--- config.mk ---
export PLATFORM = sky130hd
export DESIGN_NAME = uart_ctrl
export DESIGN_NICKNAME = d
export VERILOG_FILES = /design/src/rtl/uart_ctrl_pkg.sv /design/src/rtl/uart_fifo.sv /design/src/rtl/uart_ctrl.sv
export SDC_FILE = /design/constraint.sdc
export NUM_CORES = 1
export LEC_CHECK = 0
export CAP_MARGIN = 30
export CELL_PAD_IN_SITES_DETAIL_PLACEMENT = 1
export CELL_PAD_IN_SITES_GLOBAL_PLACEMENT = 2
export CORE_MARGIN = 3
export CORE_UTILIZATION = 47
export DETAILED_ROUTE_END_ITERATION = 8
export GPL_TIMING_DRIVEN = 0
export MAX_ROUTING_LAYER = met4
export PLACE_DENSITY = 0.89
export SETUP_SLACK_MARGIN = 0.05
export SLEW_MARGIN = 25
export SYNTH_ARGS = -nofsm -noshare
export SYNTH_HDL_FRONTEND = slang
export SYNTH_SLANG_ARGS = --single-unit
export TNS_END_PERCENT = 20
--- constraint.sdc ---
create_clock -name raw_clk -period 3.85 [get_ports raw_clk]
set_clock_uncertainty 0.1 [all_clocks]
set_input_delay 0.385 -clock raw_clk [delete_from_list [all_inputs] [get_ports raw_clk]]
set_output_delay 0.385 -clock raw_clk [all_outputs]
set_load 0.03 [all_outputs]
--- src/rtl/uart_ctrl_pkg.sv ---
// Shared definitions for the uart_ctrl CPU-side UART controller:
// register offsets, STATUS bit positions and FSM state encodings.
package uart_ctrl_pkg;

    localparam logic [1:0] REG_DATA   = 2'd0;
    localparam logic [1:0] REG_STATUS = 2'd1;
    localparam logic [1:0] REG_CTRL   = 2'd2;
    localparam logic [1:0] REG_RSVD   = 2'd3;

    localparam int ST_TX_FULL   = 0;
    localparam int ST_TX_EMPTY  = 1;
    localparam int ST_RX_NEMPTY = 2;
    localparam int ST_RX_FULL   = 3;
    localparam int ST_OVERRUN   = 4;
    localparam int ST_TX_ACTIVE = 5;

    localparam int CTL_RX_IRQ = 0;
    localparam int CTL_TX_IRQ = 1;

    typedef enum logic [1:0] {
        TX_IDLE      = 2'd0,
        TX_WAIT_BUSY = 2'd1,
        TX_WAIT_DONE = 2'd2
    } tx_state_e;

    typedef enum logic {
        RX_IDLE  = 1'b0,
        RX_CLEAR = 1'b1
    } rx_state_e;

endpackage

--- src/rtl/uart_fifo.sv ---
// Circular synchronous FIFO used for both the TX and RX byte queues.
// A push on a full FIFO is accepted only when a pop happens in the same cycle.
module uart_fifo
    import uart_ctrl_pkg::*;
#(
    parameter int DEPTH = 16,
    parameter int WIDTH = 8
) (
    input  logic                   clk_i,
    input  logic                   rst_i,
    input  logic                   push_i,
    input  logic                   pop_i,
    input  logic [WIDTH-1:0]       wdata_i,
    output logic [WIDTH-1:0]       rdata_o,
    output logic                   full_o,
    output logic                   empty_o,
    output logic [$clog2(DEPTH):0] count_o
);

    localparam int AW = $clog2(DEPTH);

    logic [WIDTH-1:0] mem [DEPTH];
    logic [AW-1:0]    wr_ptr_q, wr_ptr_d;
    logic [AW-1:0]    rd_ptr_q, rd_ptr_d;
    logic [AW:0]      count_q, count_d;
    logic             do_push, do_pop;

    assign full_o  = (count_q == (AW+1)'(DEPTH));
    assign empty_o = (count_q == '0);
    assign count_o = count_q;
    assign rdata_o = mem[rd_ptr_q];

    assign do_pop  = pop_i && !empty_o;
    assign do_push = push_i && (!full_o || do_pop);

    always_comb begin
        wr_ptr_d = wr_ptr_q;
        rd_ptr_d = rd_ptr_q;
        count_d  = count_q;
        if (do_push) wr_ptr_d = wr_ptr_q + 1'b1;
        if (do_pop)  rd_ptr_d = rd_ptr_q + 1'b1;
        unique case ({do_push, do_pop})
            2'b10:   count_d = count_q + 1'b1;
            2'b01:   count_d = count_q - 1'b1;
            default: count_d = count_q;
        endcase
    end

    always_ff @(posedge clk_i or posedge rst_i) begin
        if (rst_i) begin
            wr_ptr_q <= '0;
            rd_ptr_q <= '0;
            count_q  <= '0;
        end else begin
            wr_ptr_q <= wr_ptr_d;
            rd_ptr_q <= rd_ptr_d;
            count_q  <= count_d;
        end
    end

    always_ff @(posedge clk_i) begin
        if (do_push) mem[wr_ptr_q] <= wdata_i;
    end

endmodule

--- src/rtl/uart_ctrl.sv ---
// CPU-side UART controller: TX/RX FIFOs, strobe/ready handshake FSMs.
// Optional interrupt and CONTROL register enabled by `UART_CTRL_IRQ_EN.
module uart_ctrl
    import uart_ctrl_pkg::*;
#(
    parameter int DEPTH = 16
) (
    input  logic       raw_clk,
    input  logic       reset,
    input  logic [1:0] address,
    input  logic       write_enable,
    input  logic       read_enable,
    input  logic [7:0] data_in,
    output logic [7:0] data_out,
    output logic       irq,
    output logic [7:0] uart_tx_data,
    output logic       uart_tx_strobe,
    input  logic       uart_tx_busy,
    input  logic [7:0] uart_rx_data,
    input  logic       uart_rx_ready,
    output logic       uart_rx_ready_clear
);

    localparam int CW = $clog2(DEPTH) + 1;

    tx_state_e tx_state_q, tx_state_d;
    rx_state_e rx_state_q, rx_state_d;

    logic [7:0] data_out_q, data_out_d;
    logic [7:0] tx_data_q, tx_data_d;
    logic       tx_strobe_q, tx_strobe_d;
    logic       rx_clear_q, rx_clear_d;
    logic       overrun_q, overrun_d;

    logic          tx_push, tx_pop, tx_full, tx_empty;
    logic          rx_push, rx_pop, rx_full, rx_empty;
    logic [7:0]    tx_head, rx_head;
    logic [CW-1:0] tx_count, rx_count;
    logic [7:0]    status, ctrl_rd, cpu_rd_data;
    logic          status_rd, rx_overrun;
    logic          unused_counts;

    assign unused_counts = ^{tx_count, rx_count};

    assign tx_push = write_enable && (address == REG_DATA) && !tx_full;

    uart_fifo #(.DEPTH(DEPTH), .WIDTH(8)) u_tx_fifo (
        .clk_i   (raw_clk),
        .rst_i   (reset),
        .push_i  (tx_push),
        .pop_i   (tx_pop),
        .wdata_i (data_in),
        .rdata_o (tx_head),
        .full_o  (tx_full),
        .empty_o (tx_empty),
        .count_o (tx_count)
    );

    uart_fifo #(.DEPTH(DEPTH), .WIDTH(8)) u_rx_fifo (
        .clk_i   (raw_clk),
        .rst_i   (reset),
        .push_i  (rx_push),
        .pop_i   (rx_pop),
        .wdata_i (uart_rx_data),
        .rdata_o (rx_head),
        .full_o  (rx_full),
        .empty_o (rx_empty),
        .count_o (rx_count)
    );

    always_comb begin
        status               = 8'h00;
        status[ST_TX_FULL]   = tx_full;
        status[ST_TX_EMPTY]  = tx_empty;
        status[ST_RX_NEMPTY] = !rx_empty;
        status[ST_RX_FULL]   = rx_full;
        status[ST_OVERRUN]   = overrun_q;
        status[ST_TX_ACTIVE] = (tx_state_q != TX_IDLE);
    end

    // CPU read decode; a DATA read on an empty RX FIFO returns zero.
    always_comb begin
        cpu_rd_data = 8'h00;
        rx_pop      = 1'b0;
        status_rd   = 1'b0;
        if (read_enable) begin
            unique case (address)
                REG_DATA: begin
                    if (!rx_empty) begin
                        cpu_rd_data = rx_head;
                        rx_pop      = 1'b1;
                    end
                end
                REG_STATUS: begin
                    cpu_rd_data = status;
                    status_rd   = 1'b1;
                end
                REG_CTRL: cpu_rd_data = ctrl_rd;
                default:  cpu_rd_data = 8'h00;
            endcase
        end
        data_out_d = read_enable ? cpu_rd_data : data_out_q;
    end

    always_comb begin
        tx_state_d  = tx_state_q;
        tx_data_d   = tx_data_q;
        tx_strobe_d = 1'b0;
        tx_pop      = 1'b0;
        unique case (tx_state_q)
            TX_IDLE: begin
                if (!tx_empty && !uart_tx_busy) begin
                    tx_data_d   = tx_head;
                    tx_strobe_d = 1'b1;
                    tx_pop      = 1'b1;
                    tx_state_d  = TX_WAIT_BUSY;
                end
            end
            TX_WAIT_BUSY: if (uart_tx_busy)  tx_state_d = TX_WAIT_DONE;
            TX_WAIT_DONE: if (!uart_tx_busy) tx_state_d = TX_IDLE;
            default:      tx_state_d = TX_IDLE;
        endcase
    end

    // A same-cycle CPU pop frees a slot, so a full FIFO can still accept.
    always_comb begin
        rx_state_d = rx_state_q;
        rx_clear_d = 1'b0;
        rx_push    = 1'b0;
        rx_overrun = 1'b0;
        unique case (rx_state_q)
            RX_IDLE: begin
                if (uart_rx_ready) begin
                    if (!rx_full || rx_pop) rx_push    = 1'b1;
                    else                    rx_overrun = 1'b1;
                    rx_clear_d = 1'b1;
                    rx_state_d = RX_CLEAR;
                end
            end
            RX_CLEAR: rx_state_d = RX_IDLE;
            default:  rx_state_d = RX_IDLE;
        endcase
        overrun_d = overrun_q;
        if (status_rd)  overrun_d = 1'b0;
        if (rx_overrun) overrun_d = 1'b1;
    end

    always_ff @(posedge raw_clk or posedge reset) begin
        if (reset) begin
            tx_state_q  <= TX_IDLE;
            rx_state_q  <= RX_IDLE;
            data_out_q  <= 8'h00;
            tx_data_q   <= 8'h00;
            tx_strobe_q <= 1'b0;
            rx_clear_q  <= 1'b0;
            overrun_q   <= 1'b0;
        end else begin
            tx_state_q  <= tx_state_d;
            rx_state_q  <= rx_state_d;
            data_out_q  <= data_out_d;
            tx_data_q   <= tx_data_d;
            tx_strobe_q <= tx_strobe_d;
            rx_clear_q  <= rx_clear_d;
            overrun_q   <= overrun_d;
        end
    end

    assign data_out            = data_out_q;
    assign uart_tx_data        = tx_data_q;
    assign uart_tx_strobe      = tx_strobe_q;
    assign uart_rx_ready_clear = rx_clear_q;

`ifdef UART_CTRL_IRQ_EN
    logic [1:0] ctrl_q, ctrl_d;
    logic       irq_q, irq_d;

    always_comb begin
        ctrl_d = ctrl_q;
        if (write_enable && (address == REG_CTRL)) ctrl_d = data_in[1:0];
        irq_d = (ctrl_q[CTL_RX_IRQ] && !rx_empty)
              || (ctrl_q[CTL_TX_IRQ] && tx_empty);
    end

    always_ff @(posedge raw_clk or posedge reset) begin
        if (reset) begin
            ctrl_q <= 2'b00;
            irq_q  <= 1'b0;
        end else begin
            ctrl_q <= ctrl_d;
            irq_q  <= irq_d;
        end
    end

    assign ctrl_rd = {6'b000000, ctrl_q};
    assign irq     = irq_q;
`else
    assign ctrl_rd = 8'h00;
    assign irq     = 1'b0;
`endif

endmodule

After elaboration in Yosys (flattened, before gate mapping)

Memory sizes are Yosys's and may differ from the RTL's. A register that Yosys moved wholly into a read port is not among the register bits.
Cells that the tools add are included.

Bits in registers: 40
Memory bits (writable): 256
Input bits: 24
Logic and storage cells: 90
Memories: 2

Add/sub/neg operators: 8
Equal/unequal tests: 12
Muxes and demuxes: 30
Bitwise operators: 1
Reduce and logical (&&, ||, !) cells: 25

Memories:

| memory        | words | width | rd ports | clocked after Yosys merged registers in | wr ports | RTL line        | text |
|---|---|---|---|---|---|---|---|
| u_rx_fifo.mem | 16    | 8     | 1        | 0                                       | 1        | uart_fifo.sv:22 | `logic [WIDTH-1:0] mem [DEPTH];` |
| u_tx_fifo.mem | 16    | 8     | 1        | 1                                       | 1        | uart_fifo.sv:22 |  |

Operators by type and width:

| operator                                                               | count |
|---|---|
| 1-bit 2-to-1 mux                                                       | 21 |
| 5-bit case mux with 2 select lines                                     | 2 |
| 4-bit by 1-bit adder with 4-bit output (second input constant)         | 4 |
| 8-bit case mux with 2 select lines                                     | 1 |
| 5-bit by 1-bit adder with 5-bit output (second input constant)         | 2 |
| 5-bit equality test (second input constant)                            | 2 |
| 5-bit zero test                                                        | 2 |
| 5-bit by 1-bit subtractor with 5-bit output (second input constant)    | 2 |
| 2-bit by 1-bit equality test with 1-bit output (second input constant) | 4 |
| 8-bit 2-to-1 mux                                                       | 1 |
| 2-bit nonzero test                                                     | 4 |
| 1-bit logical AND                                                      | 7 |
| 2-bit equality test (second input constant)                            | 3 |
| 2-bit 2-to-1 mux                                                       | 3 |
| 2-bit inequality test (second input constant)                          | 3 |
| 2-bit case mux with 3 select lines                                     | 1 |
| 1-bit zero test                                                        | 5 |
| 2-bit zero test                                                        | 2 |
| 1-bit logical OR                                                       | 3 |
| 3-bit AND reduction                                                    | 1 |
| 1-bit case mux with 2 select lines                                     | 1 |
| 2-bit AND reduction                                                    | 1 |
| 1-bit inverter                                                         | 1 |

Longest topological paths before layout

Depth in word-level cells: 11
Mapped depth: 14

Cells and area by module

From an unflattened synthesis, not the netlist that was laid out.

Cells, all modules: 678
Area, all modules: 12389.4 um^2

Modules (own cells, without submodules):

| module                 | instances | cells each | area an instance (um^2) | sequential area each (um^2) |
|---|---|---|---|---|
| uart_fifo at u_rx_fifo | 1         | 298        | 5754.3                  | 4169.0 |
| uart_fifo at u_tx_fifo | 1         | 305        | 5736.8                  | 4169.0 |
| uart_ctrl              | 1         | 75         | 898.4                   | 525.5 |

Worst setup path after synthesis

OpenSTA, ideal clock, no wires.

Path type: register to register
Start: register u_tx_fifo.count_q[1] (netlist: u_tx_fifo.count_o[1])
End: register u_tx_fifo.count_q[4] (netlist: u_tx_fifo.count_o[4])
Setup time: 0.123 ns
Arrival time: 2.730 ns
Path slack: 0.898 ns
Stages on the path, launching flop included: 13
Path buffers: 1
Path through: dfrtp_1 nor4_1 nor2b_1 or4_1 buf_2 inv_4 ha_1 ha_1 nor2b_1 o21ai_0 a21oi_1 or3b_2 xnor2_1

Cells in the longest elaborated chain, start to end: 10

Ends and longest elaborated chain:

| item                                                                                         | RTL line                          | text |
|---|---|---|
| from (decl)                                                                                  | uart_fifo.sv:25                   | `logic [AW:0] count_q, count_d;` |
| from (signal assigned)                                                                       | uart_fifo.sv:57                   | `count_q <= count_d;` |
| 5-bit zero test *                                                                            | uart_fifo.sv:29                   | `assign empty_o = (count_q == '0);` |
| 1-bit zero test *                                                                            | uart_fifo.sv:33, uart_ctrl.sv:112 |  |
| 1-bit logical AND                                                                            | uart_ctrl.sv:112                  | `if (!tx_empty && !uart_tx_busy) begin` |
| 1-bit 2-to-1 mux                                                                             | uart_ctrl.sv:112                  |  |
| 1-bit 2-to-1 mux                                                                             | uart_ctrl.sv:110                  | `unique case (tx_state_q)` |
| 1-bit logical AND *                                                                          | uart_fifo.sv:33                   | `assign do_pop = pop_i && !empty_o;` |
| net u_tx_fifo.do_pop                                                                         | uart_fifo.sv:26                   | `logic do_push, do_pop;` |
| 1-bit logical OR                                                                             | uart_fifo.sv:34                   | `assign do_push = push_i && (!full_o \|\| do_pop);` |
| 1-bit logical AND                                                                            | uart_fifo.sv:34                   |  |
| 2-bit by 1-bit equality test with 1-bit output / 2-bit equality test (equally long branches) | uart_fifo.sv:42                   | `unique case ({do_push, do_pop})` |
| 5-bit case mux with 2 select lines / 2-bit nonzero test (equally long branches)              | n/a                               |  |

Mark *: on every way through the listed nets, which the timed path passes. The rest lies on a longest branch.
A chain may end at the register's enable or synchronous reset.

Worst setup path in the final report

Start: register u_tx_fifo.count_q[1] (netlist: u_tx_fifo.count_o[1])
End: register u_tx_fifo.count_q[4] (netlist: u_tx_fifo.count_o[4])

Cells in the longest elaborated chain, start to end: 10

Ends and longest elaborated chain:

| item                                                                                         | RTL line |
|---|---|
| 5-bit zero test                                                                              | uart_fifo.sv:29 |
| 1-bit zero test                                                                              | uart_fifo.sv:33, uart_ctrl.sv:112 |
| 1-bit logical AND                                                                            | uart_ctrl.sv:112 |
| 1-bit 2-to-1 mux                                                                             | uart_ctrl.sv:112 |
| 1-bit 2-to-1 mux                                                                             | uart_ctrl.sv:110 |
| 1-bit logical AND                                                                            | uart_fifo.sv:33 |
| 1-bit logical OR                                                                             | uart_fifo.sv:34 |
| 1-bit logical AND                                                                            | uart_fifo.sv:34 |
| 2-bit by 1-bit equality test with 1-bit output / 2-bit equality test (equally long branches) | uart_fifo.sv:42 |
| 5-bit case mux with 2 select lines / 2-bit nonzero test (equally long branches)              | n/a |

Several ways; a longest one is shown, not always the timed one.

==> results.md <==
- Root buffer cell: clkbuf_16
- Remaining global-route overflow: 0
- Hold Buf Count CTS: 0
- Reg area: 8860 um^2
- First-pass GRT wire length: 45500 um
- Sequential fraction of the synthesis area: 0.717
- Min cycle time layout: 3.46 ns
- Slew @ Worst Pin: 1.00 ns
- Final hold violations: 0
- Max frequency: 0.289 GHz
- Reg2Reg Setup Slack: 0.39 ns
- Pwr/cell area: 728 nW/um^2
- Worst Setup SP: u_tx_fifo.count_o[1]
- Max-slew violations: 0
- Detail Placement HPWL: 18300 um
- Num ports: 43
- CTS resizes: 0
- Leading cell type in the layout, fill and taps excluded: edfxtp_1
- Hold Path Depth: 2
- WL per Instance: 26.3 um
- Peak supply drop: 0.000528 V
- Final ANT Viol Nets: 0
- Crit start category: flop
- Net Sw Frac: 0.318
- Outcome: complete, no violations
- Mapped Area: 12400 um^2
- Die Y: 168 um
- CTS max path bufs: 3
- Layout area overhead: 16.6%
- Req. time, crit path: 4.15 ns
- Most frequent cells in the layout: edfxtp_1, mux4_2, nand2_1, dfrtp_1, clkdlybuf4s50_1
- Filler Cell Count: 2310
- Die X: 168 um
- Initial antenna violation count: 0
- Sequential share of power: 0.394
- Largest net degree at the start of global routing: 26
- Reg-to-Reg End: u_tx_fifo.count_o[4]
- Dpl cell area: 13200 um^2
- RD Place Congestion: 0.811
- Worst min path class: in -> reg
- Main synth FF type: edfxtp_1
- Antenna Cells: 0
- Tcrit/Tclk final: 0.897
- DRC: 0
- Comb pwr share: 0.295
- Starting Density: 0.484
- Slew headroom: 0.329
- Worst hold slack: 0.0338 ns
- Die area: 28300 um^2
- Worst setup path end: u_tx_fifo.count_o[4]
- Proportion of layout cells with a drive suffix above 1: 0.208
- TNS Setup: 0 ns
- FF-to-FF path depth: 13
- Fin area: 14400 um^2
- CP endpoint kind: flop
- Clock power frac: 0.311
- Clock-pin slew on the worst setup and hold paths: 0.06 ns
- Max cap viols: 0
- Vias in the first global route: 7209
- Net Sw Power: 3.33 mW
- CP Class: reg -> reg
- Cts bufs inserted: 34
- Setup Buffers After CTS: 0
- Seq cells post-synth: 303
- Netlist cell types: 58
- Fin nets: 807
- CP Max Fanout: 7
- H-tree levels: 2
- Multi-input logic area: 3240 um^2
- EDFF count, synth: 256
- IO Port Bufs: 40
- Lkg Pwr: 5.04 nW
- Cell Rows: 58
- Core area: 25500 um^2
- Setup violations, final: 0
- Ys async rst share: 0.155
- Vias: 6556
- RSZ-0062 raised after global routing: false
- RR Startpoint: u_tx_fifo.count_o[1]
- Synthesized area per cell: 18.2 um^2
- Clock sinks: 303
- Drt pass-1 iters: 5
- Power Internal: 7.16 mW
- Post-Syn Nets: 723
- Synth Instances: 680
- Number of DRC markers in iteration 0: 524
- WP data arrival: 3.75 ns
- Clk_lat worst skew: 0.53 ns
- All-Layer GR Usage: 0.220
- CTS tree: built
- Via-to-Cell Ratio: 5.86
- Drt total wl: 29400 um
- YS warnings: 0
## registers in the layout (all words and copies together), names as in the netlist
register / flops
tx_state_q: 2
uart_tx_strobe: 1
u_rx_fifo.wr_ptr_q: 4
u_tx_fifo.rd_ptr_q: 4
overrun_q: 1
u_rx_fifo.mem: 128
u_rx_fifo.count_o: 5
data_out: 8
uart_tx_data: 8
u_rx_fifo.rd_ptr_q: 4
u_tx_fifo.count_o: 5
u_tx_fifo.wr_ptr_q: 4
uart_rx_ready_clear: 1
u_tx_fifo.mem: 128
## worst max-delay path: stages, from the launching register on
cell and delay, ns:
dfrtp_1 0.41, nor4_1 0.36, nand2_1 0.11, and3_1 0.19
clkbuf_1 0.21, inv_1 0.18, ha_1 0.27, inv_1 0.11
fa_1 0.43, nor2b_1 0.14, o21ai_0 0.12, nand3_1 0.10
or3b_2 0.45, xnor2_1 0.13
## final cells by class
| type | count | area share |
|---|---|---|
| Inverter | 20 | 0.00573 |
| Timing Repair Buffer | 48 | 0.0328 |
| Sequential cell | 303 | 0.615 |
| Clock inverter | 16 | 0.0135 |
| Multi-Input combinational cell | 321 | 0.225 |
| Tap cell | 330 | 0.0286 |
| Clock buffer | 45 | 0.0653 |
| Buffer | 36 | 0.0143 |
## how the worst min path moves through the flow
stage | start | endpoint | slack, ns
6_report | read_enable | overrun_q | 0.03
5_1_grt | read_enable | overrun_q | 0.05
4_1_cts | read_enable | overrun_q | 0.03
3_5_place_dp | uart_tx_data[0] | uart_tx_data[0] | 0.39
3_3_place_gp | uart_tx_data[3] | uart_tx_data[3] | 0.37
2_1_floorplan | tx_state_q[1] | tx_state_q[0] | 0.35
## per-layer routing
metal	global-route usage	up-vias	share of wire
met3	0.0404	59	0.059
met1	0.294	3442	0.42
met5	-	-	0
met4	0.0626	0	0.024
li1	-	2834	-
met2	0.352	221	0.50
## logic make-up after synthesis
group | after synthesis | synth area share
buffers and inverters | 56 | 0.0234
adder cells (fa/ha/maj) | 19 | 0.0198
other | 1 | 0.000303
flip-flops | 303 | 0.717
multiplexers | 89 | 0.134
AO/OA/AOI/OAI | 66 | 0.0382
XOR/XNOR | 22 | 0.0156
AND/OR/NAND/NOR | 124 | 0.0522
## cell usage after synthesis, drive strengths merged (3+ instances only)
cell / number / share of area
a21o: 3 / 0.0018
mux4: 58 / 0.11
xor2: 8 / 0.0057
nor2: 19 / 0.0058
nand3: 3 / 0.0012
o21ai: 20 / 0.0081
buf: 24 / 0.013
a31oi: 3 / 0.0027
mux2: 5 / 0.0046
clkbuf: 12 / 0.0037
nor2b: 5 / 0.0025
nor3: 6 / 0.0024
nand2: 52 / 0.017
inv: 20 / 0.0067
ha: 18 / 0.018
mux2i: 26 / 0.021
and3: 11 / 0.0057
a22oi: 15 / 0.010
a21oi: 9 / 0.0039
and2: 10 / 0.0051
nand4: 4 / 0.0025
edfxtp: 256 / 0.62
xnor2: 14 / 0.0099
o221ai: 8 / 0.0057
dfrtp: 47 / 0.095
nor4: 3 / 0.0027
nand2b: 6 / 0.0036
## metrics by stage
step                       util  power, mW  setup slack, ns  instances
after global routing      0.564       11.0            0.155       1119
after CTS                 0.563       10.5            0.382       1114
after detailed placement  0.518       7.19            0.128       1053
final                     0.564       10.5            0.395       1119
after floorplan               -       6.22            0.898        680
after global placement    0.516       6.99            0.193       1050
## power by group through the flow
| stage | registers, mW | logic (mW) | clock network [mW] |
|---|---|---|---|
| 3_3_place_gp | 4.16 | 2.83 | 0 |
| 6_report | 4.14 | 3.10 | 3.26 |
| 3_5_place_dp | 4.19 | 3.00 | 0 |
| 4_1_cts | 4.14 | 3.09 | 3.30 |
| 5_1_grt | 4.17 | 3.35 | 3.46 |
| 2_1_floorplan | 4.26 | 1.97 | 0 |
No activity file was read; power rests on OpenSTA's default activity.
